**config.mk**
```make
export PLATFORM = sky130hd
export DESIGN_NAME = fish_motion_ctrl
export DESIGN_NICKNAME = d
export VERILOG_FILES = /design/src/rtl/fish_pkg.sv /design/src/rtl/lfsr10.sv /design/src/rtl/fish_motion_ctrl.sv
export SDC_FILE = /design/constraint.sdc
export NUM_CORES = 1
export LEC_CHECK = 0
export CORE_MARGIN = 4
export CORE_UTILIZATION = 40
export CTS_BUF_LIST = sky130_fd_sc_hd__clkbuf_4 sky130_fd_sc_hd__clkbuf_8 sky130_fd_sc_hd__clkbuf_16
export DETAILED_ROUTE_END_ITERATION = 8
export PLACE_DENSITY = 0.67
export SYNTH_ARGS = -nofsm -noshare
export SYNTH_HDL_FRONTEND = slang
export SYNTH_SLANG_ARGS = --single-unit
```
**constraint.sdc**
```tcl
create_clock -name clk -period 5.3 [get_ports clk]
set_clock_uncertainty 0.05 [all_clocks]
set_input_delay 0.53 -clock clk [delete_from_list [all_inputs] [get_ports clk]]
set_output_delay 0.53 -clock clk [all_outputs]
set_load 0.005 [all_outputs]
```
**src/rtl/fish_pkg.sv**
```systemverilog
// Shared definitions for the fish motion controller: state encoding,
// heading codes, fish hit-box geometry and spawn timing constants.
package fish_pkg;

    typedef enum logic [1:0] {
        ST_IDLE  = 2'd0,
        ST_DELAY = 2'd1,
        ST_SWIM  = 2'd2,
        ST_REEL  = 2'd3
    } fish_state_t;

    localparam logic [1:0] WAY_LEFT  = 2'd0;
    localparam logic [1:0] WAY_RIGHT = 2'd1;
    localparam logic [1:0] WAY_REEL  = 2'd2;

    localparam int FISH_W       = 40;
    localparam int FISH_H       = 35;
    localparam int ROW_BASE     = 120;
    localparam int DELAY_OFFSET = 8;
    localparam int HOOK_OFFSET  = 17;

    // Hook tip inside the fish box: columns [h-40, h-1], rows [v, v+34].
    // Done in 11 bits so a fish near the left edge cannot underflow the box.
    function automatic logic hook_in_box(
        input logic [9:0] fish_h,
        input logic [9:0] fish_v,
        input logic [9:0] tip_h,
        input logic [9:0] tip_v
    );
        logic [10:0] fh, fv, th, tv;
        fh = {1'b0, fish_h};
        fv = {1'b0, fish_v};
        th = {1'b0, tip_h};
        tv = {1'b0, tip_v};
        return (th + 11'(FISH_W) >= fh) && (th < fh) &&
               (tv >= fv) && (tv <= fv + 11'(FISH_H - 1));
    endfunction

endpackage

```
**src/rtl/lfsr10.sv**
```systemverilog
// 10-bit Fibonacci LFSR, polynomial x^10 + x^7 + 1, stepping only when en=1.
module lfsr10 (
    input  logic       clk,
    input  logic       rst_n,
    input  logic       en,
    input  logic [9:0] seed,
    output logic [9:0] q
);

    logic feedback;

    assign feedback = q[9] ^ q[6];

    // Shift register with synchronous reload of the seed.
    always_ff @(posedge clk) begin
        if (!rst_n) begin
            q <= seed;
        end else if (en) begin
            q <= {q[8:0], feedback};
        end
    end

endmodule

```
**src/rtl/fish_motion_ctrl.sv**
```systemverilog
// Fish motion controller: spawns a fish after a random frame delay, swims it
// across the screen, and reels it up to the surface when the hook touches it.
//
// state    | meaning
// ---------+-------------------------------------------------------------
// ST_IDLE  | game stopped, no fish; waits for spawn_en
// ST_DELAY | fish hidden, counting frames before the next spawn
// ST_SWIM  | fish visible, moving horizontally, hook tested each frame
// ST_REEL  | fish hooked, rising by REEL_SPEED per frame until landed
module fish_motion_ctrl
    import fish_pkg::*;
#(
    parameter int         SPEED      = 2,
    parameter int         REEL_SPEED = 3,
    parameter int         REEL_TOP   = 40,
    parameter int         START_H    = 680,
    parameter logic [9:0] SEED       = 10'h2A5
) (
    input  logic       clk,
    input  logic       rst_n,
    input  logic       frame_tick,
    input  logic       spawn_en,
    input  logic       hook_active,
    input  logic [9:0] hook_h,
    input  logic [9:0] hook_v,
    output logic [9:0] fish_h_position,
    output logic [9:0] fish_v_position,
    output logic [1:0] fish_way,
    output logic       fish_appear,
    output logic       caught
);

    fish_state_t state, state_nxt;
    logic [6:0]  delay_cnt, delay_cnt_nxt;
    logic        dir_lat, dir_lat_nxt;
    logic [9:0]  row_lat, row_lat_nxt;
    logic        reel_abort, reel_abort_nxt;
    logic [9:0]  h_nxt, v_nxt;
    logic [1:0]  way_nxt;
    logic        appear_nxt, caught_nxt;
    logic [9:0]  lfsr_q;
    logic        hit, at_edge;

    lfsr10 u_lfsr (
        .clk   (clk),
        .rst_n (rst_n),
        .en    (frame_tick),
        .seed  (SEED),
        .q     (lfsr_q)
    );

    assign hit     = hook_active &&
                     hook_in_box(fish_h_position, fish_v_position, hook_h, hook_v);
    assign at_edge = (fish_way == WAY_LEFT) ? (fish_h_position <= 10'(SPEED))
                                            : (fish_h_position >= 10'(START_H));

    // State and registered outputs.
    always_ff @(posedge clk) begin
        if (!rst_n) begin
            state           <= ST_IDLE;
            delay_cnt       <= '0;
            dir_lat         <= 1'b0;
            row_lat         <= '0;
            reel_abort      <= 1'b0;
            fish_h_position <= '0;
            fish_v_position <= '0;
            fish_way        <= WAY_LEFT;
            fish_appear     <= 1'b0;
            caught          <= 1'b0;
        end else begin
            state           <= state_nxt;
            delay_cnt       <= delay_cnt_nxt;
            dir_lat         <= dir_lat_nxt;
            row_lat         <= row_lat_nxt;
            reel_abort      <= reel_abort_nxt;
            fish_h_position <= h_nxt;
            fish_v_position <= v_nxt;
            fish_way        <= way_nxt;
            fish_appear     <= appear_nxt;
            caught          <= caught_nxt;
        end
    end

    // Next-state and next-output logic. Every entry into ST_DELAY snapshots
    // the LFSR for the delay length, heading and row of the next fish.
    always_comb begin
        state_nxt      = state;
        delay_cnt_nxt  = delay_cnt;
        dir_lat_nxt    = dir_lat;
        row_lat_nxt    = row_lat;
        reel_abort_nxt = reel_abort;
        h_nxt          = fish_h_position;
        v_nxt          = fish_v_position;
        way_nxt        = fish_way;
        appear_nxt     = fish_appear;
        caught_nxt     = 1'b0;

        case (state)
            ST_IDLE: begin
                appear_nxt = 1'b0;
                if (spawn_en) begin
                    state_nxt     = ST_DELAY;
                    delay_cnt_nxt = 7'(DELAY_OFFSET) + {1'b0, lfsr_q[5:0]};
                    dir_lat_nxt   = lfsr_q[0];
                    row_lat_nxt   = 10'(ROW_BASE) + {2'b00, lfsr_q[9:2]};
                end
            end
            ST_DELAY: begin
                appear_nxt = 1'b0;
                if (!spawn_en) begin
                    state_nxt = ST_IDLE;
                end else if (frame_tick) begin
                    if (delay_cnt <= 7'd1) begin
                        state_nxt     = ST_SWIM;
                        delay_cnt_nxt = '0;
                        way_nxt       = dir_lat ? WAY_RIGHT : WAY_LEFT;
                        v_nxt         = row_lat;
                        h_nxt         = dir_lat ? 10'd0 : 10'(START_H);
                        appear_nxt    = 1'b1;
                    end else begin
                        delay_cnt_nxt = delay_cnt - 7'd1;
                    end
                end
            end
            ST_SWIM: begin
                if (!spawn_en) begin
                    state_nxt  = ST_IDLE;
                    appear_nxt = 1'b0;
                end else if (frame_tick) begin
                    // A catch on the edge frame takes priority over leaving.
                    if (hit) begin
                        state_nxt      = ST_REEL;
                        way_nxt        = WAY_REEL;
                        h_nxt          = 10'(hook_h + 10'(HOOK_OFFSET));
                        v_nxt          = hook_v;
                        appear_nxt     = 1'b1;
                        reel_abort_nxt = 1'b0;
                    end else if (at_edge) begin
                        state_nxt     = ST_DELAY;
                        appear_nxt    = 1'b0;
                        delay_cnt_nxt = 7'(DELAY_OFFSET) + {1'b0, lfsr_q[5:0]};
                        dir_lat_nxt   = lfsr_q[0];
                        row_lat_nxt   = 10'(ROW_BASE) + {2'b00, lfsr_q[9:2]};
                    end else if (fish_way == WAY_LEFT) begin
                        h_nxt = fish_h_position - 10'(SPEED);
                    end else begin
                        h_nxt = fish_h_position + 10'(SPEED);
                    end
                end
            end
            ST_REEL: begin
                // A hooked fish always lands; a stop request only changes
                // where we go afterwards.
                if (!spawn_en) begin
                    reel_abort_nxt = 1'b1;
                end
                if (frame_tick) begin
                    if (fish_v_position <= 10'(REEL_TOP)) begin
                        caught_nxt = 1'b1;
                        appear_nxt = 1'b0;
                        if (reel_abort_nxt) begin
                            state_nxt = ST_IDLE;
                        end else begin
                            state_nxt     = ST_DELAY;
                            delay_cnt_nxt = 7'(DELAY_OFFSET) + {1'b0, lfsr_q[5:0]};
                            dir_lat_nxt   = lfsr_q[0];
                            row_lat_nxt   = 10'(ROW_BASE) + {2'b00, lfsr_q[9:2]};
                        end
                    end else begin
                        v_nxt = fish_v_position - 10'(REEL_SPEED);
                    end
                end
            end
            default: begin
                state_nxt  = ST_IDLE;
                appear_nxt = 1'b0;
            end
        endcase
    end

endmodule

```
After elaboration in Yosys (flattened, before gate mapping)
Index checks and enable logic that the tools add are counted.

word-level totals
  register bits after elaboration = 55
  input bits = 25
  output and inout bits = 24
  word-level logic and storage cells = 156

cells by class
  add/subtract/negate cells = 9
  $lt $le $gt $ge = 8
  equality and inequality tests = 21
  multiplexer cells = 87
  bitwise gates (word level) = 1
  reduce and logical (&&, ||, !) cells = 19

operator list
  cell                   count
  $mux 10                25
  $mux 7                 11
  $pmux 10 s3            2
  $mux 2                 16
  $pmux 7 s4             1
  $mux 1                 26
  $ne 2x2->1 const B     13
  $add 10x6->11 const B  2
  $reduce_and 7->1       3
  $pmux 10 s2            1
  $sub 10x2->10 const B  2
  $reduce_and 9->1       2
  $ne 3x3->1 const B     4
  $ge 11x10->1           1
  $le 10x11->1           1
  $add 10x2->10 const B  1
  $add 10x5->10 const B  1
  $ge 10x10->1           1
  $ge 10x10->1 const B   1
  $le 10x2->1 const B    1
  $le 10x6->1 const B    1
  $lt 10x10->1           1
  $reduce_and 10->1      1
  $add 7x8->9 const A    1
  other kinds (18)       26

Logic depth before layout (Yosys ltp)
Gate-level depths: netlist (run 1).

  depth after elaboration = 10
  depth in mapped cells = 14
  depth with buffers taken out = 12

Cells and area by module
Synthesis (run 1) repeated with hierarchy kept, for this count alone.

second synthesis, totals
  cell total of the unflattened synthesis = 549
  area, all modules = 4697.0 µm²

by module, submodules not included
  module            instances  cells each  area an instance (µm²)  seq. area each (µm²)
  fish_motion_ctrl  1          525         4234.1                  880.8
  lfsr10            1          24          462.9                   300.3

Least setup slack after synthesis (run 1)
No wires, ideal clock.

  kind = reg-to-reg
  start = register fish_v_position[1]
  end = register fish_v_position[4]
  library setup time = 0.091 ns
  arrival time = 2.959 ns
  data required time = 5.159 ns
  setup slack = 2.200 ns
  stages on the path, launching flop included = 14
  buffers on the path = 1
  clock period less this slack = 3.100 ns
  cells stage by stage = dfxtp_1 -> ha_1 -> nand3_1 -> a21o_1 -> xnor2_1 -> ha_1 -> nand4_1 -> nor4_1 -> a211oi_2 -> o31a_1 -> o41ai_2 -> buf_2 -> a21oi_1 -> a311oi_1

between the ends
  longest elaborated chain between the ends = 6
  elaborated cells on any way between the ends = 14
  classes of those cells = add/sub: 2; order compare: 3; eq/ne: 2; mux: 3; reduce/logical: 4

ends and longest elaborated chain
  element                                                   RTL line                        source
  from (decl)                                               fish_motion_ctrl.sv:27          output logic [9:0] fish_v_position,
  from (signal assigned)                                    fish_motion_ctrl.sv:77          fish_v_position <= v_nxt;
  $add 10x6->11 / $ge 10x10->1 (equally long branches)      fish_pkg.sv:36                  (tv >= fv) && (tv <= fv + 11'(FISH_H - 1));
  $le 10x11->1 / $logic_and 1x1->1 (equally long branches)  fish_pkg.sv:36, fish_pkg.sv:35
  $logic_and 1x1->1                                         fish_pkg.sv:36
  $logic_and 1x1->1                                         fish_motion_ctrl.sv:52          assign hit = hook_active &&
  $ne 2x2->1 (no source line)                               n/a
  $reduce_and 9->1 (no source line)                         n/a

Parallel ways exist; a longest one is shown, timed or not. The select of a mux whose other input is x is not followed.
A chain may end at the register's enable or synchronous reset.

Final worst setup path (run 1)
  start = register fish_v_position[1]
  end = register state[0]

between the ends
  longest elaborated chain between the ends = 8
  elaborated cells on any way between the ends = 14
  classes of those cells = add/sub: 1; order compare: 3; eq/ne: 2; mux: 4; reduce/logical: 4

ends and longest elaborated chain
  element                                                   RTL line                        source
  $add 10x6->11 / $ge 10x10->1 (equally long branches)      fish_pkg.sv:36
  $le 10x11->1 / $logic_and 1x1->1 (equally long branches)  fish_pkg.sv:36, fish_pkg.sv:35
  $logic_and 1x1->1                                         fish_pkg.sv:36
  $logic_and 1x1->1                                         fish_motion_ctrl.sv:52
  $mux 2                                                    fish_motion_ctrl.sv:131         if (hit) begin
  $mux 2                                                    fish_motion_ctrl.sv:129         end else if (frame_tick) begin
  $mux 2                                                    fish_motion_ctrl.sv:126         if (!spawn_en) begin
  $pmux 2 s4                                                fish_motion_ctrl.sv:98          case (state)
  to (signal assigned)                                      fish_motion_ctrl.sv:71          state <= state_nxt;
  to (decl)                                                 fish_motion_ctrl.sv:33          fish_state_t state, state_nxt;

Parallel ways exist; a longest one is shown, timed or not. The select of a mux whose other input is x is not followed.

==> flow_metrics.py, run 1 <==
metrics = {
    "timing": {
        "period_share_pct": 74.8,
        "tns_ns": 0,
        "rsz0062_at_grt": "no",
        "max_freq_ghz": 0.252,
        "final-hold-violation-count": 0,
        "worstMarginPinSlew_ns": 1.07,
        "slew_headroom_pct": 28.6,
        "finalSetupViolCount": 0,
        "drv_slew": 0,
        "period_needed_ns": 3.96,
    },
    "routing": {
        "vias": 4621,
        "finalWirelength_um": 13400,
        "antenna_left": 0,
        "drt_iter0_markers": 421,
        "via_per_inst": 6.03,
        "dr.pass1.iters": 5,
        "drcViolationCount": 0,
        "wl_per_cell_um": 17.5,
    },
    "power_and_ir_drop": {
        "p_leak_uw": 0.00207,
        "p_per_area_nw_per_um2": 306,
        "combPwrFrac_pct": 47.7,
        "internal-power_uw": 990,
        "total_power_uw": 1680,
        "p_sw_share_pct": 41.2,
        "irDropWorstVdd_mv": 0.141,
        "p_switching_uw": 694,
        "clock_power_share_pct": 19.1,
        "pwr-share-seq_pct": 33.1,
    },
    "cts": {
        "worstSkewPairLatency_ns": 0.29,
        "cts_setup_buffers": 0,
        "clock_sinks": 54,
        "postCtsHoldBufs": 0,
        "clk_path_buf_depth": 2,
        "h-tree-depth": 2,
        "root_buffer": "clkbuf_16",
        "clkTransAtPathRegs_ns": 0.07,
        "cts_resized": 0,
        "tritoncts": "built",
        "cts_buffers": 5,
    },
    "yosys": {
        "syn_inst": 598,
        "synth_fp_nets": 678,
        "ys.flop_type": "dfxtp_1",
        "synth_most_common_cell": "ha_1",
        "post_synth_instance_area_sq_um": 4820,
        "synth_commonest_cells": "55 x ha_1, 54 x dfxtp_1, 47 x nand2_1, 35 x inv_1, 35 x nor2_1",
        "synth_warnings": 0,
        "ys_seq_area_share_pct": 22.4,
        "ys_types": 72,
        "synth.area.top_cells": "dfxtp_1 22%, ha_1 14%, xnor2_1 6.0%",
        "synth_area_per_cell_sq_um": 8.06,
        "yosysTopAreaCell": "dfxtp_1",
        "synth_edf_count": 0,
        "ys_ff_latch": 54,
        "synthArstFlopShare_pct": 0,
        "synth_top_cell_area_share_pct": 22.4,
    },
    "die": {
        "num_rows": 39,
        "io-pin-count": 49,
        "start_util_pct": 41.5,
        "die_w_um": 118,
        "fp.dieArea_sq_um": 13900,
        "fp.dieH_um": 118,
        "core_area_sq_um": 11600,
    },
    "layout": {
        "postLayoutCoreUtil_pct": 47.4,
        "final_layout_size_suffix_gt1_share_pct": 6.42,
        "fill_cells": 1161,
        "insertedDiodeCount": 0,
        "final_nets": 703,
        "area_growth_pct": 14.2,
    },
    "worst_setup_path": {
        "start_kind": "flop",
        "path_class": "reg -> reg",
        "endpoint_kind": "flop",
        "crit_fanout": 9,
        "crit_required_ns": 5.41,
        "cp_data_arrival_time_ns": 4.07,
        "reg2reg_slack_ns": 1.34,
    },
    "hold_path": {
        "min-delay-path-class": "reg -> reg",
    },
    "global_route": {
        "grt_pass1_wl_um": 22700,
        "first_global_vias": 4543,
        "grt_overflow_total": 0,
        "antenna_found_initial": 0,
        "grt_usage_pct": 19.2,
        "grt_start_max_net_pins": 38,
    },
    "placement": {
        "dp_hpwl_um": 10200,
        "io_buffers": 48,
        "gp_congestion": 0.893,
    },
    "flow_run": {
        "max_cap_viol_count": 0,
    },
    "outcome": {
        "outcome": "complete, no violations",
    },
}
stage by stage:
stage	setup WS, ns	area (sq um)	cells	hold slack (ns)
2_1_floorplan	2.20	4820	598	0.384
3_3_place_gp	1.32	5360	759	0.403
3_5_place_dp	1.14	5360	759	0.402
4_1_cts	1.33	5500	766	0.412
5_1_grt	1.13	5500	766	0.439
6_report	1.34	5500	766	0.410
worst paths after layout:
check / from / endpoint / cells after the start
worst max-delay path: fish_v_position[1] / state[0] / 12
worst min-delay path: row_lat[7] / row_lat[7] / 2
worst min register to register: row_lat[7] / row_lat[7] / 2
worst max register to register: fish_v_position[1] / state[0] / 12
layout by cell type (no fill, tap or decap), drive strengths merged, types with 5 or more instances in the layout:
cell / synthesis / layout
a211oi: 17 / 17
a21o: 7 / 7
a21oi: 35 / 35
a22oi: 11 / 11
a311oi: 11 / 11
a31oi: 22 / 22
and2: 5 / 5
and3: 11 / 11
buf: 12 / 6
clkbuf: 24 / 5
clkdlybuf4s50: 0 / 48
dfxtp: 54 / 54
ha: 55 / 55
inv: 37 / 38
mux2i: 14 / 14
nand2: 47 / 47
nand2b: 6 / 6
nand3: 17 / 17
nand4: 11 / 11
nor2: 35 / 35
nor3: 15 / 15
nor4: 14 / 14
o211ai: 10 / 10
o21a: 5 / 5
o21ai: 26 / 26
xnor2: 33 / 33
xor2: 6 / 6
per-layer routing:
layer  track usage [%]  vias up  share of wire [%]  wire (um)
li1                  -     2271                  -          -
met1              26.8     2165                 47       6300
met2              30.6      166                 46       6140
met3              2.55       19                5.3        710
met4              6.08        0                1.8        238
met5                 0        -                  0          0
power by group through the flow:
stage	logic, uW	registers [uW]	clock network (uW)
final	804	558	323
after CTS	797	556	328
after global placement	775	564	0
after global routing	898	569	347
after floorplan	600	526	0
after detailed placement	791	564	0
layout make-up:
| type | instances | area [sq um] | area share (%) |
|---|---|---|---|
| Multi-Input combinational cell | 470 | 3440 | 62.4 |
| Sequential cell | 54 | 1080 | 19.6 |
| Timing Repair Buffer | 54 | 526 | 9.55 |
| Tap cell | 143 | 179 | 3.25 |
| Inverter | 38 | 143 | 2.59 |
| Clock buffer | 5 | 125 | 2.27 |
| Clock inverter | 2 | 13.8 | 0.250 |
logic make-up after synthesis:
kind of cell / Yosys count / synth area share (%)
buffers and inverters: 74 / 6.28
AND/OR/NAND/NOR: 179 / 19.6
multiplexers: 14 / 2.91
flip-flops: 54 / 22.4
adder cells (fa/ha/maj): 55 / 14.3
AO/OA/AOI/OAI: 183 / 27.4
XOR/XNOR: 39 / 7.09
critical path, stage by stage (launching register included):
cell and delay, ns:
dfxtp_1 0.53, ha_1 0.27, nand3_1 0.13, a21o_1 0.25, xnor2_1 0.13, ha_1 0.30
nand4_1 0.18, nor4_1 0.55, a211oi_2 0.17, o31ai_2 0.23, a31oi_1 0.40, a2111oi_0 0.54
a211oi_1 0.10
registers in the layout (all words and copies together), names as in the netlist, 2 cells and up:
name             cells
u_lfsr.q            10
fish_h_position     10
fish_way             2
state                2
delay_cnt            7
row_lat              9
fish_v_position     10
Power figures use the tool's default switching activity.
==> run 2: changes to the inputs <==
Clock period 5.3 ns to 4.01 ns, I/O delays scaled along.
==> run 2 against run 1 <==
Compared with the run above:
- hold slack gained 0.014 ns
- sequential power rose by 29%
- clock power increased by 58%
- register-to-register slack got worse by 1.0 ns
- non-clock buffer count up 12
- critical path depth down 1
- largest power group unchanged
==> flow_metrics.py, run 2 (synthesis results as in run 1) <==
metrics = {
    "worst_setup_path": {
        "crit_required_ns": 4.12,
        "reg2reg_from": "fish_v_position[3]",
        "cp_data_arrival_time_ns": 3.79,
        "crit_start": "fish_v_position[3]",
        "path_class": "reg -> reg",
        "crit_fanout": 10,
        "start_kind": "flop",
        "endpoint_kind": "flop",
    },
    "layout": {
        "multiInputGateArea_sq_um": 3440,
        "final_layout_size_suffix_gt1_share_pct": 8.33,
        "final_nets": 715,
        "seqCellArea_sq_um": 1080,
        "insertedDiodeCount": 0,
        "postLayoutCoreUtil_pct": 48.4,
        "top_regs": "fish_h_position x10, fish_v_position x10, u_lfsr.q x10",
        "area_growth_pct": 16.7,
        "mostFrequentLayoutCells": "55 x ha_1, 54 x dfxtp_1, 48 x clkdlybuf4s50_1",
        "fill_cells": 1134,
        "final_common_cell": "ha_1",
    },
    "cts": {
        "cts_buffers": 5,
        "cts_resized": 0,
        "root_buffer": "clkbuf_16",
        "tritoncts": "built",
        "h-tree-depth": 2,
        "clkTransAtPathRegs_ns": 0.07,
        "worstSkewPairLatency_ns": 0.29,
        "cts_setup_buffers": 0,
        "clock_sinks": 54,
        "clk_path_buf_depth": 2,
        "postCtsHoldBufs": 0,
    },
    "timing": {
        "period_share_pct": 91.9,
        "setup_slack_ns": 0.325,
        "max_freq_ghz": 0.271,
        "rsz0062_at_grt": "no",
        "worstMarginPinSlew_ns": 0.798,
        "final-hold-violation-count": 0,
        "drv_slew": 0,
        "hold_ws_ns": 0.424,
        "tns_ns": 0,
        "finalSetupViolCount": 0,
        "period_needed_ns": 3.68,
        "slew_headroom_pct": 46.8,
    },
    "die": {
        "start_util_pct": 41.5,
        "num_rows": 39,
        "io-pin-count": 49,
        "fp.dieH_um": 118,
        "die_w_um": 118,
        "fp.dieArea_sq_um": 13900,
        "core_area_sq_um": 11600,
    },
    "routing": {
        "drt_iter0_markers": 427,
        "wl_per_cell_um": 17.8,
        "drcViolationCount": 0,
        "antenna_left": 0,
        "finalWirelength_um": 13900,
        "via_per_inst": 6.10,
        "vias": 4749,
        "dr.pass1.iters": 5,
    },
    "power_and_ir_drop": {
        "p_per_area_nw_per_um2": 416,
        "clock_power_share_pct": 21.7,
        "p_sw_share_pct": 40.3,
        "pwr-share-seq_pct": 30.8,
        "p_leak_uw": 0.00214,
        "internal-power_uw": 1400,
        "p_switching_uw": 943,
        "combPwrFrac_pct": 47.4,
        "irDropWorstVdd_mv": 0.190,
    },
    "global_route": {
        "grt_pass1_wl_um": 23400,
        "grt_usage_pct": 19.6,
        "first_global_vias": 4636,
        "grt_start_max_net_pins": 38,
        "antenna_found_initial": 0,
        "grt_overflow_total": 0,
    },
    "flow_run": {
        "max_cap_viol_count": 0,
    },
    "placement": {
        "dp_hpwl_um": 10600,
        "gp_congestion": 0.870,
        "io_buffers": 48,
        "place_ws_ns": 0.231,
    },
    "hold_path": {
        "min-delay-path-class": "reg -> reg",
        "min_from": "row_lat[8]",
    },
    "outcome": {
        "outcome": "complete, no violations",
    },
}
-- run 2: worst paths after layout --
path | endpoint | slack, ns | cells after the start
worst max-delay path | row_lat[4] | 0.33 | 11
worst min-delay path | row_lat[8] | 0.42 | 2
worst max register to register | row_lat[4] | 0.33 | 11
worst min register to register | row_lat[8] | 0.42 | 2
-- run 2: power groups by stage --
stage	Combinational (uW)	Clock [uW]	Sequential [uW]
finish	1110	509	722
global route	1240	535	734
CTS	1100	514	720
detailed placement	1090	0	732
global placement	1070	0	728
floorplan	793	0	695
-- run 2: final cells by class --
cell class,instances,area share [%]
multi-input cells,470,61.1
flip-flops and latches,54,19.2
repair buffers,66,10.9
well taps,143,3.18
inverters,38,2.54
clock buffers,5,2.22
clock inverters,3,0.845
-- run 2: critical path, cell delays in order (launching register included) --
cell and delay (ns):
dfxtp_1 0.53, a41oi_2 0.22, nor3_1 0.23, xnor2_1 0.15, ha_1 0.26, nand4_1 0.13, buf_4 0.14, o21ai_0 0.14
o31ai_2 0.73, nand3_1 0.55, a31oi_1 0.34, a211oi_1 0.08
-- run 2: layer usage --
| layer | vias to the layer above | share of wire [%] | track usage, % |
|---|---|---|---|
| li1 | 2303 | - | - |
| met1 | 2236 | 45 | 26.3 |
| met2 | 190 | 47 | 32.4 |
| met3 | 20 | 6.3 | 3.70 |
| met4 | 0 | 1.4 | 4.98 |
| met5 | - | 0 | 0 |
-- run 2: per-stage QoR --
stage	cell area (sq um)	cells	power (uW)
after floorplan	4820	598	1490
after global placement	5450	771	1800
after detailed placement	5450	771	1820
after CTS	5630	779	2330
after global routing	5630	779	2510
final	5630	779	2340
==> run 3: changes to the inputs <==
Settings changed: SLEW_MARGIN from default to 20.
==> results of run 3 <==
The final DEF is identical to that of run 2; final timing and power are the same.
